===== src/rtl/mul_seq_ct_pkg.sv =====
// mul_seq_pkg: shared state encoding and sign helpers for the sequential multiplier.
// Helpers work on a 64-bit word; callers truncate, so WIDTH is limited to 32.
package mul_seq_pkg;
    localparam int MAX_W = 64;
    typedef logic [MAX_W-1:0] word_t;
    typedef enum logic [1:0] {
        ST_IDLE = 2'd0,
        ST_BUSY = 2'd1,
        ST_DONE = 2'd2
    } state_t;
    // x must arrive sign-extended so its top bit is the operand sign
    function automatic word_t mag(word_t x, logic signed_en);
        return (signed_en && x[MAX_W-1]) ? -x : x;
    endfunction
    function automatic word_t apply_sign(word_t p, logic neg);
        return neg ? -p : p;
    endfunction
endpackage


===== src/rtl/mul_seq_ct_if.sv =====
// mul_seq_ct_if: operand/result handshakes plus exported state for miter predicates.
interface mul_seq_ct_if #(parameter int WIDTH = 8);
    localparam int CNT_W = $clog2(WIDTH + 1);
    logic               in_valid, in_ready, op_signed, ct_mode, stall;
    logic               out_valid, out_ready, finish_next;
    logic [WIDTH-1:0]   a, b, b_q, b_q_next;
    logic [2*WIDTH-1:0] o, a_q, acc_q, a_q_next, acc_q_next;
    logic [CNT_W:0]     cycles;
    modport slave (
        input  in_valid, a, b, op_signed, ct_mode, stall, out_ready,
        output in_ready, out_valid, o, cycles, a_q, b_q, acc_q,
               a_q_next, b_q_next, acc_q_next, finish_next
    );
    modport master (
        output in_valid, a, b, op_signed, ct_mode, stall, out_ready,
        input  in_ready, out_valid, o, cycles, a_q, b_q, acc_q,
               a_q_next, b_q_next, acc_q_next, finish_next
    );
endinterface


===== src/rtl/mul_seq_ct_datapath.sv =====
// mul_seq_ct_datapath: shift-and-add magnitude registers, iteration counter and termination test.
module mul_seq_ct_datapath #(
    parameter  int WIDTH = 8,
    localparam int CNT_W = $clog2(WIDTH + 1)
) (
    input  logic               clk,
    input  logic               rst,
    input  logic               stall_i,
    input  logic               load_i,
    input  logic               step_i,
    input  logic               ct_i,
    input  logic [WIDTH-1:0]   a_mag_i,
    input  logic [WIDTH-1:0]   b_mag_i,
    output logic [2*WIDTH-1:0] a_q_o,
    output logic [2*WIDTH-1:0] acc_q_o,
    output logic [2*WIDTH-1:0] a_d_o,
    output logic [2*WIDTH-1:0] acc_d_o,
    output logic [WIDTH-1:0]   b_q_o,
    output logic [WIDTH-1:0]   b_d_o,
    output logic [CNT_W-1:0]   cnt_q_o,
    output logic               term_o
);
    logic [2*WIDTH-1:0] a_q, a_d, acc_q, acc_d;
    logic [WIDTH-1:0]   b_q, b_d;
    logic [CNT_W-1:0]   cnt_q, cnt_d;

    always_comb begin
        a_d    = load_i ? {{WIDTH{1'b0}}, a_mag_i} : step_i ? a_q << 1 : a_q;
        b_d    = load_i ? b_mag_i : step_i ? b_q >> 1 : b_q;
        acc_d  = load_i ? '0 : step_i ? acc_q + (b_q[0] ? a_q : '0) : acc_q;
        cnt_d  = load_i ? '0 : step_i ? cnt_q + CNT_W'(1) : cnt_q;
        term_o = (cnt_q == CNT_W'(WIDTH)) || (!ct_i && (a_q == '0 || b_q == '0));
    end

    always_ff @(posedge clk or posedge rst) begin
        if (rst) begin
            a_q   <= '0;
            b_q   <= '0;
            acc_q <= '0;
            cnt_q <= '0;
        end else if (!stall_i) begin
            a_q   <= a_d;
            b_q   <= b_d;
            acc_q <= acc_d;
            cnt_q <= cnt_d;
        end
    end

    assign a_q_o   = a_q;
    assign b_q_o   = b_q;
    assign acc_q_o = acc_q;
    assign cnt_q_o = cnt_q;
    assign a_d_o   = a_d;
    assign b_d_o   = b_d;
    assign acc_d_o = acc_d;
endmodule


===== src/rtl/mul_seq_ct.sv =====
// mul_seq_ct: sequential signed/unsigned multiplier with optional constant-time iteration count.
// Top holds the FSM, handshakes, stall mux and the signed result register.
module mul_seq_ct
    import mul_seq_pkg::*;
#(
    parameter  int WIDTH = 8,
    localparam int CNT_W = $clog2(WIDTH + 1)
) (
    input logic         clk,
    input logic         rst,
    mul_seq_ct_if.slave bus
);
    state_t             state_q, state_d;
    logic               accept, step, term, neg_q, neg_d, ct_q, ct_d;
    logic [2*WIDTH-1:0] o_q, o_d;
    logic [CNT_W:0]     cycles_q, cycles_d;
    logic [CNT_W-1:0]   cnt;
    logic [WIDTH-1:0]   a_mag, b_mag;

    always_ff @(posedge clk or posedge rst) begin
        if (rst) state_q <= ST_IDLE;
        else     state_q <= state_d;
    end

    always_comb begin
        state_d = bus.stall ? state_q :
                  (state_q == ST_IDLE && bus.in_valid) ? ST_BUSY :
                  (state_q == ST_BUSY && term)          ? ST_DONE :
                  (state_q == ST_DONE && bus.out_ready) ? ST_IDLE : state_q;
    end

    always_comb begin
        bus.in_ready    = state_q == ST_IDLE && !bus.stall;
        bus.out_valid   = state_q == ST_DONE;
        bus.finish_next = state_q == ST_BUSY && term;
        accept          = state_q == ST_IDLE && !bus.stall && bus.in_valid;
        step            = state_q == ST_BUSY && !term;
    end

    always_comb begin
        a_mag    = WIDTH'(mag(word_t'($signed(bus.a)), bus.op_signed));
        b_mag    = WIDTH'(mag(word_t'($signed(bus.b)), bus.op_signed));
        neg_d    = accept ? bus.op_signed & (bus.a[WIDTH-1] ^ bus.b[WIDTH-1]) : neg_q;
        ct_d     = accept ? bus.ct_mode : ct_q;
        o_d      = bus.finish_next ? (2*WIDTH)'(apply_sign(word_t'(bus.acc_q), neg_q)) : o_q;
        cycles_d = bus.finish_next ? (CNT_W+1)'(cnt) + (CNT_W+1)'(1) : cycles_q;
    end

    always_ff @(posedge clk or posedge rst) begin
        if (rst) begin
            neg_q    <= 1'b0;
            ct_q     <= 1'b0;
            o_q      <= '0;
            cycles_q <= '0;
        end else if (!bus.stall) begin
            neg_q    <= neg_d;
            ct_q     <= ct_d;
            o_q      <= o_d;
            cycles_q <= cycles_d;
        end
    end

    assign bus.o      = o_q;
    assign bus.cycles = cycles_q;

    mul_seq_ct_datapath #(.WIDTH(WIDTH)) u_dp (
        .clk     (clk),
        .rst     (rst),
        .stall_i (bus.stall),
        .load_i  (accept),
        .step_i  (step),
        .ct_i    (ct_q),
        .a_mag_i (a_mag),
        .b_mag_i (b_mag),
        .a_q_o   (bus.a_q),
        .acc_q_o (bus.acc_q),
        .a_d_o   (bus.a_q_next),
        .acc_d_o (bus.acc_q_next),
        .b_q_o   (bus.b_q),
        .b_d_o   (bus.b_q_next),
        .cnt_q_o (cnt),
        .term_o  (term)
    );
endmodule


===== src/flat_wrapper.sv =====
// flat-port wrapper written by rule: the top's interface ports become plain ports
module mul_seq_ct_flat import mul_seq_pkg::*;
#(
    parameter  int WIDTH = 8,
    localparam int CNT_W = $clog2(WIDTH + 1)
)
  (clk, rst, bus_in_valid, bus_a, bus_b, bus_op_signed, bus_ct_mode, bus_stall, bus_out_ready, bus_in_ready, bus_out_valid, bus_o, bus_cycles, bus_a_q, bus_b_q, bus_acc_q, bus_a_q_next, bus_b_q_next, bus_acc_q_next, bus_finish_next);
  mul_seq_ct_if #(.WIDTH(WIDTH)) bus_i ();
  input logic clk;
  input logic rst;
  input wire logic [$bits(bus_i.in_valid)-1:0] bus_in_valid;
  input wire logic [$bits(bus_i.a)-1:0] bus_a;
  input wire logic [$bits(bus_i.b)-1:0] bus_b;
  input wire logic [$bits(bus_i.op_signed)-1:0] bus_op_signed;
  input wire logic [$bits(bus_i.ct_mode)-1:0] bus_ct_mode;
  input wire logic [$bits(bus_i.stall)-1:0] bus_stall;
  input wire logic [$bits(bus_i.out_ready)-1:0] bus_out_ready;
  output wire logic [$bits(bus_i.in_ready)-1:0] bus_in_ready;
  output wire logic [$bits(bus_i.out_valid)-1:0] bus_out_valid;
  output wire logic [$bits(bus_i.o)-1:0] bus_o;
  output wire logic [$bits(bus_i.cycles)-1:0] bus_cycles;
  output wire logic [$bits(bus_i.a_q)-1:0] bus_a_q;
  output wire logic [$bits(bus_i.b_q)-1:0] bus_b_q;
  output wire logic [$bits(bus_i.acc_q)-1:0] bus_acc_q;
  output wire logic [$bits(bus_i.a_q_next)-1:0] bus_a_q_next;
  output wire logic [$bits(bus_i.b_q_next)-1:0] bus_b_q_next;
  output wire logic [$bits(bus_i.acc_q_next)-1:0] bus_acc_q_next;
  output wire logic [$bits(bus_i.finish_next)-1:0] bus_finish_next;
  assign bus_i.in_valid = bus_in_valid;
  assign bus_i.a = bus_a;
  assign bus_i.b = bus_b;
  assign bus_i.op_signed = bus_op_signed;
  assign bus_i.ct_mode = bus_ct_mode;
  assign bus_i.stall = bus_stall;
  assign bus_i.out_ready = bus_out_ready;
  assign bus_in_ready = bus_i.in_ready;
  assign bus_out_valid = bus_i.out_valid;
  assign bus_o = bus_i.o;
  assign bus_cycles = bus_i.cycles;
  assign bus_a_q = bus_i.a_q;
  assign bus_b_q = bus_i.b_q;
  assign bus_acc_q = bus_i.acc_q;
  assign bus_a_q_next = bus_i.a_q_next;
  assign bus_b_q_next = bus_i.b_q_next;
  assign bus_acc_q_next = bus_i.acc_q_next;
  assign bus_finish_next = bus_i.finish_next;
  mul_seq_ct #(.WIDTH(WIDTH)) u_core (.clk(clk), .rst(rst), .bus(bus_i));
endmodule

===== config.mk =====
export PLATFORM = sky130hd
export DESIGN_NAME = mul_seq_ct_flat
export DESIGN_NICKNAME = d
export VERILOG_FILES = /design/src/rtl/mul_seq_ct_pkg.sv /design/src/rtl/mul_seq_ct_if.sv /design/src/rtl/mul_seq_ct_datapath.sv /design/src/rtl/mul_seq_ct.sv /design/src/flat_wrapper.sv
export SDC_FILE = /design/constraint.sdc
export NUM_CORES = 1
export LEC_CHECK = 0
export ABC_CLOCK_PERIOD_IN_PS = 2600
export BUFFER_PORTS_ARGS = -buffer_cell sky130_fd_sc_hd__buf_2
export CAP_MARGIN = 20
export CELL_PAD_IN_SITES_DETAIL_PLACEMENT = 1
export CELL_PAD_IN_SITES_GLOBAL_PLACEMENT = 1
export CORE_MARGIN = 3
export CORE_UTILIZATION = 35
export CTS_BUF_LIST = sky130_fd_sc_hd__clkbuf_4 sky130_fd_sc_hd__clkbuf_8 sky130_fd_sc_hd__clkbuf_16
export DETAILED_ROUTE_END_ITERATION = 10
export GPL_TIMING_DRIVEN = 0
export PLACE_DENSITY = 0.75
export REMOVE_ABC_BUFFERS = 1
export SLEW_MARGIN = 0
export SYNTH_ARGS = -nofsm -noshare
export SYNTH_HDL_FRONTEND = slang
export SYNTH_SLANG_ARGS = --single-unit

===== constraint.sdc =====
create_clock -name clk -period 2.6 [get_ports clk]
set_input_delay 0.26 -clock clk [delete_from_list [all_inputs] [get_ports clk]]
set_output_delay 0.26 -clock clk [all_outputs]
set_load 0.03 [all_outputs]

**Yosys cells after proc, flatten, opt, wreduce, memory -nomap -nowiden**

Index checks and enable logic that the tools add are counted.

- Bitwise gates (word level): 3
- Eq/ne operators: 3
- Multiplexer cells: 15
- $add $sub $neg: 6
- Reduce and logical (&&, ||, !) cells: 23

Operators with widths:

| kind | count |
|---|---|
| 16-bit 2-to-1 mux | 6 |
| 8-bit 2-to-1 mux | 4 |
| 16-bit adder | 1 |
| 16-bit logical NOT | 1 |
| 16-bit negation | 1 |
| 8-bit negation | 2 |
| 1-bit logical AND | 9 |
| 8-bit logical NOT | 1 |
| 4-bit 2-to-1 mux | 2 |
| 2-bit AND reduction | 4 |
| 2-bit 2-to-1 mux | 3 |
| 4-bit by 1-bit adder with 5-bit output, second input constant | 1 |
| 4-bit by 1-bit adder with 4-bit output, second input constant | 1 |
| 4-bit equality test, second input constant | 1 |
| 1-bit logical NOT | 3 |
| 3-bit nonzero test | 1 |
| 2-bit by 1-bit equality test with 1-bit output, second input constant | 1 |
| 2-bit equality test, second input constant | 1 |
| 2-bit logical NOT | 1 |
| 1-bit logical OR | 2 |
| 2-bit nonzero test | 1 |
| 1-bit AND | 1 |
| 1-bit NOT | 1 |
| 1-bit bitwise XOR | 1 |

- Input port bits: 23
- Output and inout port bits: 104
- Register bits: 69

**Depth between registers and ports, before layout**

- Depth after elaboration: 8
- Gate-level depth with buffers: 13
- Gate-level depth less buffers: 11

**Modules after synthesis**

Synthesis repeated with hierarchy kept, for this count alone.

- Cell total of the unflattened synthesis: 594
- Area, all modules: 5029.8 sq um

By module, submodules not included:

| module | times used | area each (sq um) | cells an instance |
|---|---|---|---|
| mul_seq_ct_datapath | 1 | 3375.7 | 399 |
| mul_seq_ct | 1 | 1654.1 | 195 |

**Worst setup path before layout**

OpenSTA, ideal clock, no wires.

- Kind: register -> output
- Start point: register u_core.u_dp.b_q[0] (netlist: u_core.u_dp.b_q_o[0])
- End point: output port bus_acc_q_next[12]
- Cell stages (with the launch flop): 14
- Data arrival time: 3310 ps
- Buffers on the path: 2
- Data required time: 2340 ps
- Slack: -970 ps
- Path through: dfrtp_1 > buf_2 > clkbuf_1 > and2_1 > ha_1 > inv_1 > fa_1 > and2b_1 > o2111ai_1 > a21boi_2 > nor2_1 > o21ai_0 > nor3_1 > nor3_1

- Word-level cells in the longest chain between the ends: 8

RTL lines:

| element | line | source |
|---|---|---|
| start, declared | mul_seq_ct_datapath.sv:24 | `logic [WIDTH-1:0] b_q, b_d;` |
| start signal, assigned | mul_seq_ct_datapath.sv:38 | `b_q <= '0;` |
| start signal, assigned | mul_seq_ct_datapath.sv:43 | `b_q <= b_d;` |
| branches (longest 6 deep; another with 16-bit adder) | - |  |
| 16-bit 2-to-1 mux * (2 in a row) | mul_seq_ct_datapath.sv:30 | `acc_d = load_i ? '0 : step_i ? acc_q + (b_q[0] ? a_q : '0) : acc_q;` |
| end, declared | flat_wrapper.sv:27 | `output wire logic [$bits(bus_i.acc_q_next)-1:0] bus_acc_q_next;` |

Mark *: on every way between the ends.

**Final worst setup path**

- Start point: register u_core.u_dp.b_q[0] (netlist: u_core.u_dp.b_q_o[0])
- End point: output port bus_acc_q_next[14]

Same word-level chain as after synthesis.

==> flow_metrics.py <==
metrics = {
    "timing": {
        "setup_viol": 40,
        "finalMaxSlewViolations": 0,
        "finClkSkew_ns": 0.00622,
        "fin_ws_ns": -0.562,
        "period_minus_slack_ns": 3.16,
        "worst_slew_pin_slew_ns": 0.928,
        "max_freq_mhz": 316,
        "finalHoldViolations": 0,
        "rsz0062_at_grt": "yes",
        "period_share_pct": 122,
        "setup_tns_ns": -12.52,
        "max-slew-margin-rel_pct": 38.2,
    },
    "die": {
        "die_area_um2": 15600,
        "die_h_um": 125,
        "start_util_pct": 36.6,
        "core_area_um2": 13500,
        "ios": 127,
        "die_w_um": 125,
        "rows": 42,
    },
    "place": {
        "port_buffers": 126,
        "place.gp.congestion": 0.892,
        "hpwl_um": 12000,
        "pre_cts_slack_ns": -0.981,
    },
    "clocking": {
        "clock_sinks": 69,
        "cts_buffer_depth": 2,
        "path_clk_slew_ns": 0.06,
        "cts-htree-levels": 3,
        "clk_latency_ns": 0.33,
        "root_buffer": "clkbuf_16",
        "cts_tree": "built",
        "cts_buffers": 9,
    },
    "cells_and_area": {
        "num-nets-final": 843,
        "final_cell_mix": "nand2_1 (89), buf_2 (85), dfrtp_1 (60)",
        "post-route-util_pct": 56.5,
        "syn_to_final_growth_pct": 54.6,
        "drive_gt1_share_pct": 44.5,
        "final_common_cell": "nand2_1",
        "antenna_cells": 0,
    },
    "routing": {
        "post_drt_wl_per_cell_um": 21.9,
        "drtIter0Drc": 261,
        "num_vias": 5570,
        "drc_errors": 0,
        "wl_um": 21400,
        "viasPerCell": 5.69,
        "dr.pass1.iters": 4,
        "postRouteAntennaNets": 0,
    },
    "worst_setup_path": {
        "timing.rr.start": "u_core.u_dp.a_q_o[13]",
        "required_ns": 2.34,
        "crit_path_top_delay_cell": "dfrtp_2",
        "cp_slowest_stage_delay_ns": 0.45,
        "critPathLaunch": "u_core.u_dp.b_q_o[0]",
        "cp-end-kind": "output port",
        "crit_arrival_ns": 2.90,
        "criticalPathCategory": "reg2out",
        "cp_common_cell": "buf_4",
        "cp-start-kind": "flip-flop",
        "cp_max_fo": 5,
        "crit_chain": "buf_4, buf_4, and2_4, ha_4, and2b_2, o2111ai_4, a21boi_4, a31oi_2, o21ai_2, mux2i_1, nor2_1, buf_4",
    },
    "pwr": {
        "power_frac_seq_pct": 21.9,
        "switching_share_pct": 49.5,
        "pwr-share-clk_pct": 12.9,
        "power_leakage_nw": 3.32,
        "p_int_mw": 4.96,
        "power.density_nw_per_um2": 1290,
        "p_switching_mw": 4.86,
        "comb_power_share_pct": 65.2,
        "vdd_drop_max_uv": 587,
    },
    "global_routing": {
        "grt_usage_pct": 25.4,
        "grt_pass1_wl_um": 31900,
        "antenna_found_initial": 0,
        "grt_pass1_vias": 5816,
        "grt_max_degree": 70,
        "grt_overflow_total": 0,
    },
    "worst_hold_path": {
        "min_path_type": "in2async",
    },
    "synth": {
        "synthAdderAreaFrac_pct": 5.47,
        "yosys.area.top_type_share_pct": 35.0,
        "synth_top_family_by_area": "compound AO/OA/AOI/OAI gates",
        "yosys-mux-area-fraction_pct": 0.836,
        "seq_area_frac_synth_pct": 35.0,
        "ys_top_cells_by_area": "dfrtp_1 (35%), nand2_1 (8.2%), o21ai_0 (6.5%)",
        "yosysTopAreaCell": "dfrtp_1",
        "synth_edf_count": 0,
        "synth_compound_area_share_pct": 24.9,
        "ys_types": 55,
        "syn-cell-area_um2": 4940,
        "synthCells": 626,
        "synth_flop_cell": "dfrtp_1",
        "postSynth.asyncResetShare_pct": 100,
        "synth-warning-count": 0,
        "yosys.area_share.simple_pct": 21.6,
        "synth-seq-cells": 69,
        "synth_xor_area_share_pct": 6.92,
        "syn_area_per_cell_um2": 7.89,
    },
    "status": {
        "status": "finished, violations left",
        "violations": "negative setup slack",
    },
    "flow_run": {
        "max_cap_viol_count": 0,
    },
}
==> cells in the mapped netlist (all sizes together), types with 6 or more instances <==
master and instances:
o31ai 9, a21o 6, nor4 7, o21ai 67
buf 15, and2 14, nor3 12, nand2 108
xor2 16, a22o 9, a21boi 9, dfrtp 69
o22a 12, a31oi 9, nor2 59, a21oi 48
clkbuf 23, nand3 13, xnor2 23, ha 20
inv 19, and3 6, o21a 7
==> worst max-delay path: cells and delay by family, from the launching register on <==
| family | cells | cell delay [ns] |
|---|---|---|
| DFF | 1 | 0.45 |
| adders and majority gates | 1 | 0.29 |
| buffers and inverters | 3 | 0.46 |
| AOI/OAI and AO/OA | 4 | 0.75 |
| muxes | 1 | 0.21 |
| and+or+nand+nor | 3 | 0.42 |
==> path summary, 6_finish.rpt <==
check | end | slack, ns | cells past startpoint
min in group clk | u_core.ct_q | 0.14 | 3
worst max register to register | u_core.u_dp.a_q_o[1] | 0.01 | 11
worst max-delay path | bus_acc_q_next[14] | -0.56 | 12
max in group asynchronous | u_core.u_dp.a_q_o[6] | 1.79 | 2
worst min-delay path | u_core.bus.cycles[3] | 0.12 | 2
worst min register to register | u_core.bus.o[10] | 0.47 | 2
==> timing repair <==
item,in CTS,in global routing
pin swaps,50,44
hold buffers,0,0
endpoints found under the hold margin,0,0
gates resized for setup,215,87
endpoints found under the setup margin,92,91
buffers inserted,41,23
cloned,6,3
==> area by class of cell <==
cell class,instances,area [um^2]
clock buffer,11,253
multi-input combinational,507,3790
clock inverter,4,47.5
sequential,69,1740
tap,176,220
fill,1573,5870
timing repair buffer,193,1510
inverter,19,73.8
==> power by group through the flow <==
stage | Combinational, mW | Clock [mW] | Sequential (mW)
after floorplan | 2.63 | 0 | 2.41
after global placement | 4.28 | 0 | 1.99
after detailed placement | 4.37 | 0 | 2.03
after CTS | 5.70 | 1.27 | 2.07
after global routing | 6.80 | 1.31 | 2.21
final | 6.41 | 1.27 | 2.15
==> per-stage QoR <==
step / std cells / hold WS, ns / cell area, um^2 / total power, mW
after global placement: 890 / 0.456 / 5600 / 6.27
after global routing: 979 / 0.168 / 7630 / 10.3
after CTS: 956 / 0.143 / 7150 / 9.03
after floorplan: 588 / 0.349 / 4750 / 5.04
final: 979 / 0.117 / 7630 / 9.83
after detailed placement: 894 / 0.464 / 5670 / 6.40
==> registers in the layout, indices dropped and copies added, names as in the netlist <==
register and flops:
u_core.ct_q 1, u_core.u_dp.b_q_o 8, u_core.state_q 2, u_core.u_dp.a_q_o 16
u_core.u_dp.cnt_q_o 4, u_core.bus.cycles 5, u_core.bus.o 16, u_core.u_dp.acc_q_o 16
u_core.neg_q 1
==> logic make-up (layout without fill, tap and decap cells) <==
logic type	count (synthesis)	in the layout
compound gates	196	201
fa+ha+maj	21	21
mux	4	4
xor+xnor	39	39
buf+inv	57	227
simple gates	240	242
flops	69	69
==> routing by layer <==
layer	track usage [%]	up-vias	part of all wire [%]
met1	31.7	2759	43
li1	-	2545	-
met2	43.7	217	49
met5	0	-	0
met3	4.50	49	5.8
met4	9.41	0	3.1
(Power assumes the default switching activity.)
